==> config.mk <==
export PLATFORM = sky130hd
export DESIGN_NAME = uart_rx_cfg
export DESIGN_NICKNAME = d
export VERILOG_FILES = /design/src/rtl/uart_rx_cfg.sv
export SDC_FILE = /design/constraint.sdc
export NUM_CORES = 1
export LEC_CHECK = 0
export CORE_ASPECT_RATIO = 1.2
export CORE_MARGIN = 1
export CORE_UTILIZATION = 44
export DETAILED_ROUTE_END_ITERATION = 8
export PLACE_DENSITY = 0.65
export SLEW_MARGIN = 15
export SYNTH_ARGS = -nofsm -noshare
export SYNTH_HDL_FRONTEND = slang
export SYNTH_SLANG_ARGS = --single-unit
==> constraint.sdc <==
create_clock -name clk -period 1.7 [get_ports clk]
set_input_delay 0.51 -clock clk [delete_from_list [all_inputs] [get_ports clk]]
set_output_delay 0.51 -clock clk [all_outputs]
set_load 0.02 [all_outputs]
==> src/rtl/uart_rx_cfg.sv <==
// Parametrised UART receiver: 2-flop sync, 3-sample majority vote, framing/parity/overrun flags.
// Define UART_RX_CFG_BREAK_EN to add break_det and suppress delivery of all-zero frames.
module uart_rx_cfg #(
   parameter int MAIN_CLK  = 100000000,
   parameter int BAUD      = 115200,
   parameter int DATA_BITS = 8,
   parameter int PARITY    = 0,
   parameter int STOP_BITS = 1
) (
   input  logic                 clk,
   input  logic                 rst_n,
   input  logic                 rx,
   output logic [DATA_BITS-1:0] data,
   output logic                 data_valid,
   input  logic                 data_ready,
   output logic                 frame_err,
   output logic                 parity_err,
   output logic                 overrun
`ifdef UART_RX_CFG_BREAK_EN
   ,
   output logic                 break_det
`endif
);

   localparam int BAUD_DIVIDE = MAIN_CLK / BAUD;
   localparam int MID         = BAUD_DIVIDE / 2;
   localparam int DW          = $clog2(BAUD_DIVIDE);
   localparam int CW          = $clog2(DATA_BITS);

   typedef enum logic [2:0] {S_IDLE, S_START, S_DATA, S_PARITY, S_STOP} state_t;

   state_t               state_q, state_d;
   logic                 sync1_q, sync1_d, sync2_q, sync2_d, prev_q, prev_d;
   logic [DW-1:0]        div_q, div_d;
   logic                 s0_q, s0_d, s1_q, s1_d;
   logic [CW-1:0]        bit_cnt_q, bit_cnt_d;
   logic                 stop_cnt_q, stop_cnt_d;
   logic [DATA_BITS-1:0] shreg_q, shreg_d;
   logic                 perr_q, perr_d, ferr_q, ferr_d;
   logic [DATA_BITS-1:0] data_q, data_d;
   logic                 valid_q, valid_d;
   logic                 frame_err_q, frame_err_d, parity_err_q, parity_err_d;
   logic                 overrun_q, overrun_d;
   logic                 rx_s, fall, bit_tick, bit_val, last_stop;
   logic                 frame_done, frame_ferr, deliver;
`ifdef UART_RX_CFG_BREAK_EN
   logic                 zero_q, zero_d, break_q, break_d;
`endif

   assign rx_s      = sync2_q;
   assign fall      = prev_q & ~sync2_q;
   assign bit_tick  = (state_q != S_IDLE) && (div_q == DW'(MID + 1));
   assign bit_val   = (s0_q & s1_q) | (s0_q & rx_s) | (s1_q & rx_s);
   assign last_stop = (STOP_BITS == 1) || stop_cnt_q;

   // Bit timing and frame sequencing; each bit is decided on its third sample.
   always_comb begin
      sync1_d    = rx;
      sync2_d    = sync1_q;
      prev_d     = sync2_q;
      state_d    = state_q;
      div_d      = div_q;
      s0_d       = s0_q;
      s1_d       = s1_q;
      bit_cnt_d  = bit_cnt_q;
      stop_cnt_d = stop_cnt_q;
      shreg_d    = shreg_q;
      perr_d     = perr_q;
      ferr_d     = ferr_q;
      frame_done = 1'b0;
      frame_ferr = ferr_q;
`ifdef UART_RX_CFG_BREAK_EN
      zero_d     = zero_q;
`endif
      if (state_q == S_IDLE) begin
         div_d = '0;
         if (fall) state_d = S_START;
      end else begin
         div_d = (div_q == DW'(BAUD_DIVIDE - 1)) ? '0 : div_q + DW'(1);
         if (div_q == DW'(MID - 1)) s0_d = rx_s;
         if (div_q == DW'(MID))     s1_d = rx_s;
      end
      if (bit_tick) begin
`ifdef UART_RX_CFG_BREAK_EN
         if (bit_val) zero_d = 1'b0;
`endif
         case (state_q)
            S_START: begin
               if (!bit_val) begin
                  state_d    = S_DATA;
                  bit_cnt_d  = '0;
                  stop_cnt_d = 1'b0;
                  perr_d     = 1'b0;
                  ferr_d     = 1'b0;
`ifdef UART_RX_CFG_BREAK_EN
                  zero_d     = 1'b1;
`endif
               end else begin
                  state_d = S_IDLE;
               end
            end
            S_DATA: begin
               shreg_d = {bit_val, shreg_q[DATA_BITS-1:1]};
               if (bit_cnt_q == CW'(DATA_BITS - 1)) begin
                  state_d = (PARITY != 0) ? S_PARITY : S_STOP;
               end else begin
                  bit_cnt_d = bit_cnt_q + CW'(1);
               end
            end
            S_PARITY: begin
               // Odd parity wants an odd count of ones across data plus parity bit.
               perr_d  = ((^shreg_q) ^ bit_val) != (PARITY == 1);
               state_d = S_STOP;
            end
            S_STOP: begin
               if (!bit_val) ferr_d = 1'b1;
               if (last_stop) begin
                  state_d    = S_IDLE;
                  frame_done = 1'b1;
                  frame_ferr = ferr_q | ~bit_val;
               end else begin
                  stop_cnt_d = 1'b1;
               end
            end
            default: state_d = S_IDLE;
         endcase
      end
   end

   // Single-entry output register; a finished frame is dropped while an unaccepted word is held.
   always_comb begin
      data_d       = data_q;
      valid_d      = valid_q;
      frame_err_d  = frame_err_q;
      parity_err_d = parity_err_q;
      overrun_d    = 1'b0;
`ifdef UART_RX_CFG_BREAK_EN
      break_d      = frame_done & zero_q & ~bit_val;
      deliver      = frame_done & ~break_d;
`else
      deliver      = frame_done;
`endif
      if (deliver) begin
         if (!valid_q || data_ready) begin
            data_d       = shreg_q;
            valid_d      = 1'b1;
            frame_err_d  = frame_ferr;
            parity_err_d = perr_q;
         end else begin
            overrun_d = 1'b1;
         end
      end else if (valid_q && data_ready) begin
         valid_d = 1'b0;
      end
   end

   always_ff @(posedge clk or negedge rst_n) begin
      if (!rst_n) begin
         sync1_q      <= 1'b1;
         sync2_q      <= 1'b1;
         prev_q       <= 1'b1;
         state_q      <= S_IDLE;
         div_q        <= '0;
         s0_q         <= 1'b0;
         s1_q         <= 1'b0;
         bit_cnt_q    <= '0;
         stop_cnt_q   <= 1'b0;
         shreg_q      <= '0;
         perr_q       <= 1'b0;
         ferr_q       <= 1'b0;
         data_q       <= '0;
         valid_q      <= 1'b0;
         frame_err_q  <= 1'b0;
         parity_err_q <= 1'b0;
         overrun_q    <= 1'b0;
`ifdef UART_RX_CFG_BREAK_EN
         zero_q       <= 1'b0;
         break_q      <= 1'b0;
`endif
      end else begin
         sync1_q      <= sync1_d;
         sync2_q      <= sync2_d;
         prev_q       <= prev_d;
         state_q      <= state_d;
         div_q        <= div_d;
         s0_q         <= s0_d;
         s1_q         <= s1_d;
         bit_cnt_q    <= bit_cnt_d;
         stop_cnt_q   <= stop_cnt_d;
         shreg_q      <= shreg_d;
         perr_q       <= perr_d;
         ferr_q       <= ferr_d;
         data_q       <= data_d;
         valid_q      <= valid_d;
         frame_err_q  <= frame_err_d;
         parity_err_q <= parity_err_d;
         overrun_q    <= overrun_d;
`ifdef UART_RX_CFG_BREAK_EN
         zero_q       <= zero_d;
         break_q      <= break_d;
`endif
      end
   end

   assign data       = data_q;
   assign data_valid = valid_q;
   assign frame_err  = frame_err_q;
   assign parity_err = parity_err_q;
   assign overrun    = overrun_q;
`ifdef UART_RX_CFG_BREAK_EN
   assign break_det  = break_q;
`endif

endmodule

# Yosys cells after proc, flatten, opt, wreduce, memory -nomap -nowiden
# Cells that the tools add are included.
word_totals:
  reg_bits: 43
  input_bits: 4
  out_inout_bits: 12
  elab_cells: 85
op_classes:
  addsub: 2
  n_eq_ne: 13
  n_mux: 24
  bitwise_logic: 11
  n_reduce_logical: 19
op_table:
  columns: ["cell", "n"]
  rows:
  - ["$eq 10x9->1 const B", 3]
  - ["$mux 10", 2]
  - ["$mux 3", 6]
  - ["$mux 1", 11]
  - ["$add 10x1->10 const B", 1]
  - ["$eq 10x10->1 const B", 1]
  - ["$reduce_and 2->1", 5]
  - ["$pmux 3 s3", 1]
  - ["$reduce_and 4->1", 2]
  - ["$reduce_bool 2->1", 4]
  - ["$reduce_xor 8->1", 1]
  - ["$eq 3x2->1 const B", 2]
  - ["$eq 3x3->1 const B", 2]
  - ["$ne 2x2->1 const B", 3]
  - ["$pmux 3 s2", 1]
  - ["$and 1x1->1", 4]
  - ["$pmux 1 s2", 2]
  - ["$add 3x1->3 const B", 1]
  - ["$eq 3x1->1 const B", 1]
  - ["$logic_not 3->1", 1]
  - ["$not 1->1", 3]
  - ["$or 1x1->1", 3]
  - ["$reduce_and 3->1", 1]
  - ["$reduce_bool 3->1", 1]
  - ["6 further kinds", 7]

# Logic depth before layout (Yosys ltp)
depth:
  depth_word: 7
  mapped_depth: 6
  ltp_nobuf: 5

# Worst setup path before layout
# Ideal clock, no wire load.
synth_timing:
  path_kind: "flip-flop to flip-flop"
  from: "register div_q[0]"
  to: "register data_q[0] (netlist: data[0])"
  setup_ps: 125
  arrival_ps: 1668
  required_ps: 1575
  slack_ps: -93
  path_stages_with_launch: 7
  path_buffers: 1
  synth_period_minus_slack_ps: 1793
  path_cell_list: "dfrtp_1 -> ha_1 -> and2_1 -> nand3_2 -> nor3b_1 -> buf_4 -> mux2_2"
synth_via:
  elab_chain_cells: 4
synth_rtl:
  columns: ["element", "line_no", "rtl"]
  rows:
  - ["from (decl)", "34", "logic [DW-1:0] div_q, div_d;"]
  - ["from (signal assigned)", "185", "div_q <= div_d;"]
  - ["$eq 10x9->1", "52", "assign bit_tick = (state_q != S_IDLE) && (div_q == DW'(MID + 1));"]
  - ["$logic_and 1x1->1", "52", null]
  - ["$mux 1", "83", "if (bit_tick) begin"]
  - ["$reduce_and 2->1 (no line)", null, null]
  - ["to (signal assigned)", "193", "data_q <= data_d;"]
  - ["to (decl)", "40", "logic [DATA_BITS-1:0] data_q, data_d;"]
# No other way between the ends.
# A chain may end at the register's enable or synchronous reset.

# Final worst setup path
layout_timing:
  from: "register div_q[9]"
  to: "register frame_err_q (netlist: frame_err)"
layout_via:
  elab_chain_cells: 4
  word_cells_on_any_way: 5
  classes_between: "eq/ne (1); mux (2); reduce/logical (2)"
layout_rtl:
  columns: ["element", "line_no", "rtl"]
  rows:
  - ["$eq 10x9->1 *", "52", null]
  - ["$logic_and 1x1->1 *", "52", null]
  - ["$mux 1", "83", null]
  - ["$reduce_and 2->1 (no line)", null, null]
  - ["to (signal assigned)", "195", "frame_err_q <= frame_err_d;"]
  - ["to (decl)", "42", "logic frame_err_q, frame_err_d, parity_err_q, parity_err_d;"]
# Mark *: on every way between the ends. The rest lies on a longest branch, timed or not.

==> out/qor.csv <==
metric;value;unit
final_cell_area;2664;sq um
hp-class;in2async;
start_util;46.44;%
cp.required;1890;ps
hold_buffers;0;
worst_slew_pin_slew;389.6;ps
worst-path-stages;5;
grt_start_max_net_pins;20;
crit_path_end_kind;flop;
clkSinkCount;43;
max_freq;572.4;MHz
r2r-end;frame_err;
fin_setup_tns;-373.1;ps
netlist.area_leader.share;49.81;%
synthAdderAreaFrac;4.296;%
io_buffers;15;
yosys.area_share.simple;14.45;%
synth_area_leaders;dfrtp_1 (50%), mux2_2 (11%), xnor2_1 (5.2%), dfstp_2 (3.9%), ha_1 (3.7%);
crit_path_end;frame_err;
synth_most_common_cell;dfrtp_1;
synth_top_cell_by_area;dfrtp_1;
ys_seq_area_share;53.74;%
seq_area;1080;sq um
top_usage_layer;met2;
r2r-start;div_q[9];
fp.coreArea;4327;sq um
overflow;0;
numCtsBuffers;5;
place_area;2409;sq um
cp_max_fo;5;
antenna_found_initial;0;
fin_hold_ws;122.3;ps
vias;1344;
pwr-share-clk;38.2;%
worst-setup-path-type;reg2reg;
use_met2;29.15;%
fp.dieW;63.69;microns
p_leak;1.304;nW
synth_enable_flop_cells;0;
grtUsageTotal;17.53;%
setup_viol;12;
cp-startpoint;div_q[9];
first_pass_iters;4;
dieArea;4842;sq um
syn_to_final_growth;32.57;%
ir_worst_vdd;697.4;uV
switching_share;24.54;%
drive_gt1_share;35.98;%
slew_headroom;74.03;%
multi_input_area;965.9;sq um
worst_slack;-47.11;ps
syn-num-nets;171;
r2r_slack;-50;ps
cpPeakStageDelay;380;ps
crit_chain;and4bb_2 -> nand3_4 -> nor3b_4 -> buf_6 -> mux2_4;
htree_levels;2;
synth_async_sr_flop_share;100.0;%
status;finished with violations;
avgViaCountPerCell;4.978;
r2r.worst_path.cells;5;
cts_tree;built;
layout.nets;223;
pwr-share-seq;46.9;%
die_h;76.03;microns
synth_seq_cells;43;
hold_viol;0;
internal_power;0.001850;W
clk_pin_slew_worst_paths;80;ps
syn_inst;161;
violations;setup timing;
syn_area;2009;sq um
grt_pass1_wl;6506;microns
drv_slew;0;
yosys-top-cells-count;dfrtp_1 (40), mux2_2 (20), nor2_1 (13), xnor2_1 (12), nand2_1 (9);
skew;6.637;ps
synth.area.mux_share;12.95;%
drt_iter0_markers;44;
critPathLaunchType;flop;
ys.flop_type;dfrtp_1;
rsz0062_at_grt;yes;
row_count;26;
period_share;102.8;%
dp_hpwl;2639;microns
routedWlPerCell;13.51;microns
synth.avg_cell_area;12.48;sq um
met1_usage;21.54;%
crit_path_top_delay_cell;dfrtp_1;
synth_cell_types;38;
p_switching;0.0006015;W
ys_warn_count;0;
power_density;920.3;nW/um^2
final.fill_count;353;
period_needed;1747;ps
arrival;1930;ps
ant_nets;0;
maxCapViolCount;0;
drt-total-wl;3648;microns
cp_top_family;simple AND/OR/NAND/NOR gates;
clkLatencyLatePin;300;ps
synth_top_family_by_area;simple AND/OR/NAND/NOR gates;
ios;16;
clockBufferDepth;2;
synth_compound_gate_area_share;5.293;%
grt_use_met3;4.042;%
pwr-share-comb;14.9;%
place_congestion;0.8392;
synthXorXnorAreaFrac;7.223;%
clock-root-buffer;clkbuf_8;
remaining_drc_errors;0;
grt_pass1_vias;1433;
critPathBufInv;1;
antennaDiodeCount;0;
-- worst min path at each step --
stage                   end  slack [ps]     from  cells past startpoint
2_1_floorplan  bit_cnt_q[0]         210    rst_n                      0
3_3_place_gp         prev_d         350  sync1_q                      0
3_5_place_dp         prev_d         350  sync1_q                      0
4_1_cts             data[5]         130    rst_n                      1
5_1_grt             data[4]         150    rst_n                      1
6_report            data[1]         120    rst_n                      1
-- state kept, by name (all words and copies together) (netlist names) --
register    flops
s0_q            1
s1_q            1
shreg_q         8
div_q          10
frame_err       1
perr_q          1
bit_cnt_q       3
sync1_q         1
data_valid      1
prev_d          1
data            8
state_q         3
overrun         1
prev_q          1
parity_err      1
ferr_q          1
-- timing repair --
item / 4_1_cts / 5_1_grt
hold endpoints to repair: 0 / 0
endpoints found under the setup margin: 22 / 14
resized for setup: 28 / 4
pin swaps: 3 / 5
cloned: 1 / 0
setup buffers: 3 / 4
-- cell usage in the layout, fill, tap and decap left out, drive strengths merged, types with 5 or more instances in the layout --
master,count
dfrtp,40
buf,34
mux2,21
nor2,13
xnor2,12
dlygate4sd2,12
nand2,9
inv,6
ha,6
o21ai,6
nor3,5
clkbuf,5
nand3,5
-- layer usage --
layer | part of all wire (%) | vias up
met5 | 0 | -
met4 | 1.9 | 0
met3 | 2.7 | 6
met2 | 52 | 16
met1 | 43 | 660
li1 | - | 662
-- per-stage QoR --
step	worst slack (ps)	cells	utilization [%]	power [W]
after global placement	-215.8	254	55.67	0.001509
after floorplan	-1.319	161	-	0.001344
after detailed placement	-294.7	254	55.67	0.001537
after CTS	-37.80	266	60.61	0.002495
final	-47.11	270	61.57	0.002451
after global routing	-108.3	270	61.57	0.002591
-- final cells by class --
class | instances | share of cell area [%]
Clock buffer | 5 | 2.583
Sequential cell | 43 | 40.54
Multi-Input combinational cell | 109 | 36.26
Timing Repair Buffer | 48 | 14.61
Tap cell | 56 | 2.630
Clock inverter | 3 | 2.536
Inverter | 6 | 0.8455
-- worst reg2reg max path, stage by stage, from the launching register on --
cell and delay, ps:
dfrtp_1 380, and4bb_2 340, nand3_4 120, nor3b_4 300
buf_6 180, mux2_4 310
-- power groups by stage --
stage	logic (W)	registers [W]	clock network [W]
after detailed placement	0.000374	0.00116	0
after global placement	0.000351	0.00116	0
after CTS	0.000375	0.00115	0.000969
final	0.000365	0.00115	0.000935
after floorplan	0.000157	0.00119	0
after global routing	0.000423	0.00116	0.00101
-- cells by family (layout without fill, tap and decap cells) --
logic type,after synthesis,count (layout)
simple gates,51,51
compound gates,13,13
fa+ha+maj,7,7
buf+inv,9,62
flops,43,43
xor+xnor,15,15
mux,23,23
No activity file was read; power rests on OpenSTA's default activity.
==> variant 1: new RTL, same flow settings <==
Add a define of `UART_RX_CFG_BREAK_EN`.
--- a/src/rtl/uart_rx_cfg.sv
+++ b/src/rtl/uart_rx_cfg.sv
@@ -1,5 +1,7 @@
 // Parametrised UART receiver: 2-flop sync, 3-sample majority vote, framing/parity/overrun flags.
 // Define UART_RX_CFG_BREAK_EN to add break_det and suppress delivery of all-zero frames.
+`define UART_RX_CFG_BREAK_EN
+
 module uart_rx_cfg #(
    parameter int MAIN_CLK  = 100000000,
    parameter int BAUD      = 115200,
Behaviour (old outputs only; new: break_det): no difference found for any inputs over 10 cycles, from zero or initial values and one cycle with rst_n low; that may be too few to reach the edited logic, so the function may still have changed.
==> variant 1 against the unedited design <==
The run still ends with setup timing left. Power is 0.29% higher. Wire length is 14% higher. Largest cell class unchanged. Sequential cell count is 2 higher. Global-route usage is 1.1 points higher. Design area is 8.2% higher. Critical path type unchanged. Maximum frequency is 7.5% lower. Sequential share of layout area is 1.3 points lower. Critical endpoint is now data[2]. Setup slack worse by 0.14 ns. Synthesized area is 7.2% higher.
==> variant 1: results (changes against the unedited design) <==
.. list-table::
   :header-rows: 1

   * - Metric
     - Value
   * - Met2 routed wirelength
     - 2270 um (+20%)
   * - Post-synthesis share of cell area spent on xor and xnor gates
     - 0.0674 (-0.00487)
   * - Post-synthesis adder-cell area fraction
     - 0.0337 (-0.00928)
   * - Buffers on Ports
     - 16 (+1)
   * - HPWL after DPL
     - 3110 um (+18%)
   * - Total number of nets in the final design
     - 239 (+7.2%)
   * - Number of distinct standard cells referenced by the synthesized netlist
     - 41 (+7.9%)
   * - Global Route met3 Usage
     - 0.0349 (-0.00554)
   * - Vias
     - 1506 (+12%)
   * - Post-route worst setup slack
     - -0.189 ns (-0.142 ns)
   * - Final clock skew
     - 0.0132 ns (+0.00659 ns)
   * - Highest net fanout along the worst path
     - 10 (+5)
   * - Violated checks
     - setup timing
   * - Worst IR Drop VDD
     - 540 uV (-23%)
   * - Commonest cells in the netlist
     - sky130_fd_sc_hd__dfrtp_1 (42), sky130_fd_sc_hd__nor2_1 (13), sky130_fd_sc_hd__xnor2_1 (12)
   * - Syn avg cell area
     - 12.2 sq um (-1.9%)
   * - Outcome
     - complete, but fails checks
   * - GRT Total Usage
     - 0.186 (+0.0110)
   * - Number of fill cells in the layout
     - 382 (+8.2%)
   * - Sum of routed wire length over all layers
     - 4140 um (+14%)
   * - Largest cells by area after synthesis
     - sky130_fd_sc_hd__dfrtp_1 (49%), sky130_fd_sc_hd__mux2_4 (6.3%), sky130_fd_sc_hd__mux2_2 (5.7%), sky130_fd_sc_hd__xnor2_1 (4.9%), sky130_fd_sc_hd__dfstp_2 (3.7%)
   * - P_leak
     - 1.41 nW (+8.4%)
   * - Core ar.
     - 4660 sq um (+7.8%)
   * - Psw
     - 0.000627 W (+4.2%)
   * - RePlAce Congestion
     - 0.830 (-1.1%)
   * - Buffer count from post-CTS setup fixing
     - 5 (+2)
   * - Vias in the first global route
     - 1609 (+12%)
   * - Number of DRC markers in iteration 0
     - 42 (-4.5%)
   * - Setup Viol. Count Final
     - 29 (+17)
   * - Worst slack after detailed placement
     - -0.222 ns (+0.0728 ns)
   * - Met1 usage in global routing
     - 0.205 (-0.0101)
   * - First-pass GRT wire length
     - 7240 um (+11%)
   * - Mux contribution to synthesized area
     - 0.130 (about the same)
==> variant 1: cell count changes in the layout (fill, tap and decap cells not counted), moves of 3 or more <==
cell / delta
sky130_fd_sc_hd__inv_1: +4
sky130_fd_sc_hd__ha_1: -3
sky130_fd_sc_hd__nor4_4: +3
sky130_fd_sc_hd__o31a_1: +3
==> variant 1: layout make-up <==
cell class                      instances  area [sq um]  share of cell area
Multi-Input combinational cell        114          1070               0.371
Tap cell                               58          72.6              0.0252
Timing Repair Buffer                   54           464               0.161
Clock inverter                          2          35.0              0.0122
Clock buffer                            6          72.6              0.0252
Inverter                               10          37.5              0.0130
Sequential cell                        45          1130               0.392
==> variant 1: final timing paths <==
kind                       startpoint  slack, ns          to
max                          div_q[1]      -0.19     data[2]
min                             rst_n       0.12  shreg_q[5]
max reg2reg                  div_q[1]      -0.19     data[2]
min reg2reg                   sync1_q       0.36      prev_d
max in group asynchronous       rst_n       1.12     data[2]
min in group clk              sync1_q       0.36      prev_d
==> variant 2: new RTL, config.mk and constraints unchanged <==
Made on the original files. `data_q` no longer has a reset.
--- a/src/rtl/uart_rx_cfg.sv
+++ b/src/rtl/uart_rx_cfg.sv
@@ -168,7 +168,6 @@
          shreg_q      <= '0;
          perr_q       <= 1'b0;
          ferr_q       <= 1'b0;
-         data_q       <= '0;
          valid_q      <= 1'b0;
          frame_err_q  <= 1'b0;
          parity_err_q <= 1'b0;
@@ -190,7 +189,6 @@
          shreg_q      <= shreg_d;
          perr_q       <= perr_d;
          ferr_q       <= ferr_d;
-         data_q       <= data_d;
          valid_q      <= valid_d;
          frame_err_q  <= frame_err_d;
          parity_err_q <= parity_err_d;
@@ -200,6 +198,10 @@
          break_q      <= break_d;
 `endif
       end
+   end
+
+   always_ff @(posedge clk) begin
+      data_q <= data_d;
    end
 
    assign data       = data_q;
Behaviour: no difference found for any inputs over 10 cycles, from zero or initial values and one cycle with rst_n low; that may be too few to reach the edited logic, so the function may still have changed.
==> variant 2 against the unedited design <==
The run still ends with setup timing left. Power fell by 6.7%. Non-clock buffer count fell by 1. Sequential cell count unchanged. Design area shrank 3.1%. Clock power decreased by 30%. Synthesized area fell by 3.1%. First-iteration DRC count increased by 11%. Critical path depth decreased by 1. Wire length is 3.0% lower. Setup slack lost 0.13 ns.
==> variant 2: results (changes against the unedited design) <==
.. list-table::
   :header-rows: 1

   * - Metric
     - Value
   * - Outcome
     - complete, but fails checks
   * - Violated checks
     - setup timing
   * - Actual slew at the worst max-slew pin
     - 0.446 ns (+0.0568 ns)
   * - Pin count of the biggest net entering global routing
     - 36 (+80%)
   * - Global Route met3 Usage
     - 0.0273 (-0.0131)
   * - Seq cells
     - 43 (unchanged)
   * - Psw
     - 0.000633 W (+5.3%)
   * - PD cells
     - 886 nW/um^2 (-3.7%)
   * - Final clock skew
     - 0.00890 ns (+0.00227 ns)
   * - Post-synthesis share of cell area spent on xor and xnor gates
     - 0.0745 (+0.00227)
   * - Routed wire length on met3
     - 91 um (-6.2%)
   * - Share of cells above drive strength 1
     - 0.340 (-0.0200)
   * - Reg2reg end
     - bit_cnt_q[0]
   * - Vias in the first global route
     - 1392 (-2.9%)
   * - Placed Cells incl. Taps
     - 250 (-1.6%)
   * - Nonclk buf count
     - 47 (-2.1%)
   * - Avg Vias per Cell
     - 5.06 (+1.7%)
   * - Largest cells by area after synthesis
     - sky130_fd_sc_hd__dfrtp_1 (41%), sky130_fd_sc_hd__edfxtp_1 (12%), sky130_fd_sc_hd__mux2_2 (6.9%), sky130_fd_sc_hd__dfstp_2 (4.0%), sky130_fd_sc_hd__ha_1 (3.9%)
   * - Clk tree area frac
     - 0.0359 (-0.0153)
   * - P_leak
     - 1.18 nW (-9.5%)
   * - Sequential share of power
     - 0.509 (+0.040)
   * - Wire length per cell
     - 13.5 um (about the same)
   * - Met1 usage in global routing
     - 0.160 (-0.0555)
   * - Startpoint of the worst register-to-register path
     - div_q[6]
   * - Setup Viol. Count Final
     - 23 (+11)
   * - Total Negative Setup Slacks
     - -2.40 ns (-2.03 ns)
   * - Path category of the worst min-delay check
     - reg2reg
   * - Hold slack final
     - 0.359 ns (+0.237 ns)
   * - Critical path arrival
     - 2.05 ns (+0.12 ns)
   * - Post-route worst setup slack
     - -0.174 ns (-0.127 ns)
   * - Number of DRC markers in iteration 0
     - 49 (+11%)
   * - Worst slack after detailed placement
     - -0.251 ns (+0.0441 ns)
-- variant 2: cell count changes after synthesis, sizes merged, moves of 3 or more --
cell / change
edfxtp: +8
mux2: -8
xnor2: -5
nor3: -4
dfrtp: -8
xor2: +5
nor3b: -3
or3b: +3
-- variant 2: worst max-delay path by stage --
stage | from | end
3_3_place_gp | div_q[1] | bit_cnt_q[0]
2_1_floorplan | div_q[0] | bit_cnt_q[0]
4_1_cts | div_q[0] | bit_cnt_q[0]
5_1_grt | div_q[6] | bit_cnt_q[0]
3_5_place_dp | div_q[1] | div_q[5]
6_report | div_q[6] | bit_cnt_q[0]
-- variant 2: worst max-delay path, cell delays in order, from the launching register on --
cell,delay [ns]
sky130_fd_sc_hd__dfrtp_1,0.38
sky130_fd_sc_hd__nand4b_1,0.24
sky130_fd_sc_hd__or3_4,0.44
sky130_fd_sc_hd__or3b_4,0.40
sky130_fd_sc_hd__mux2_4,0.30
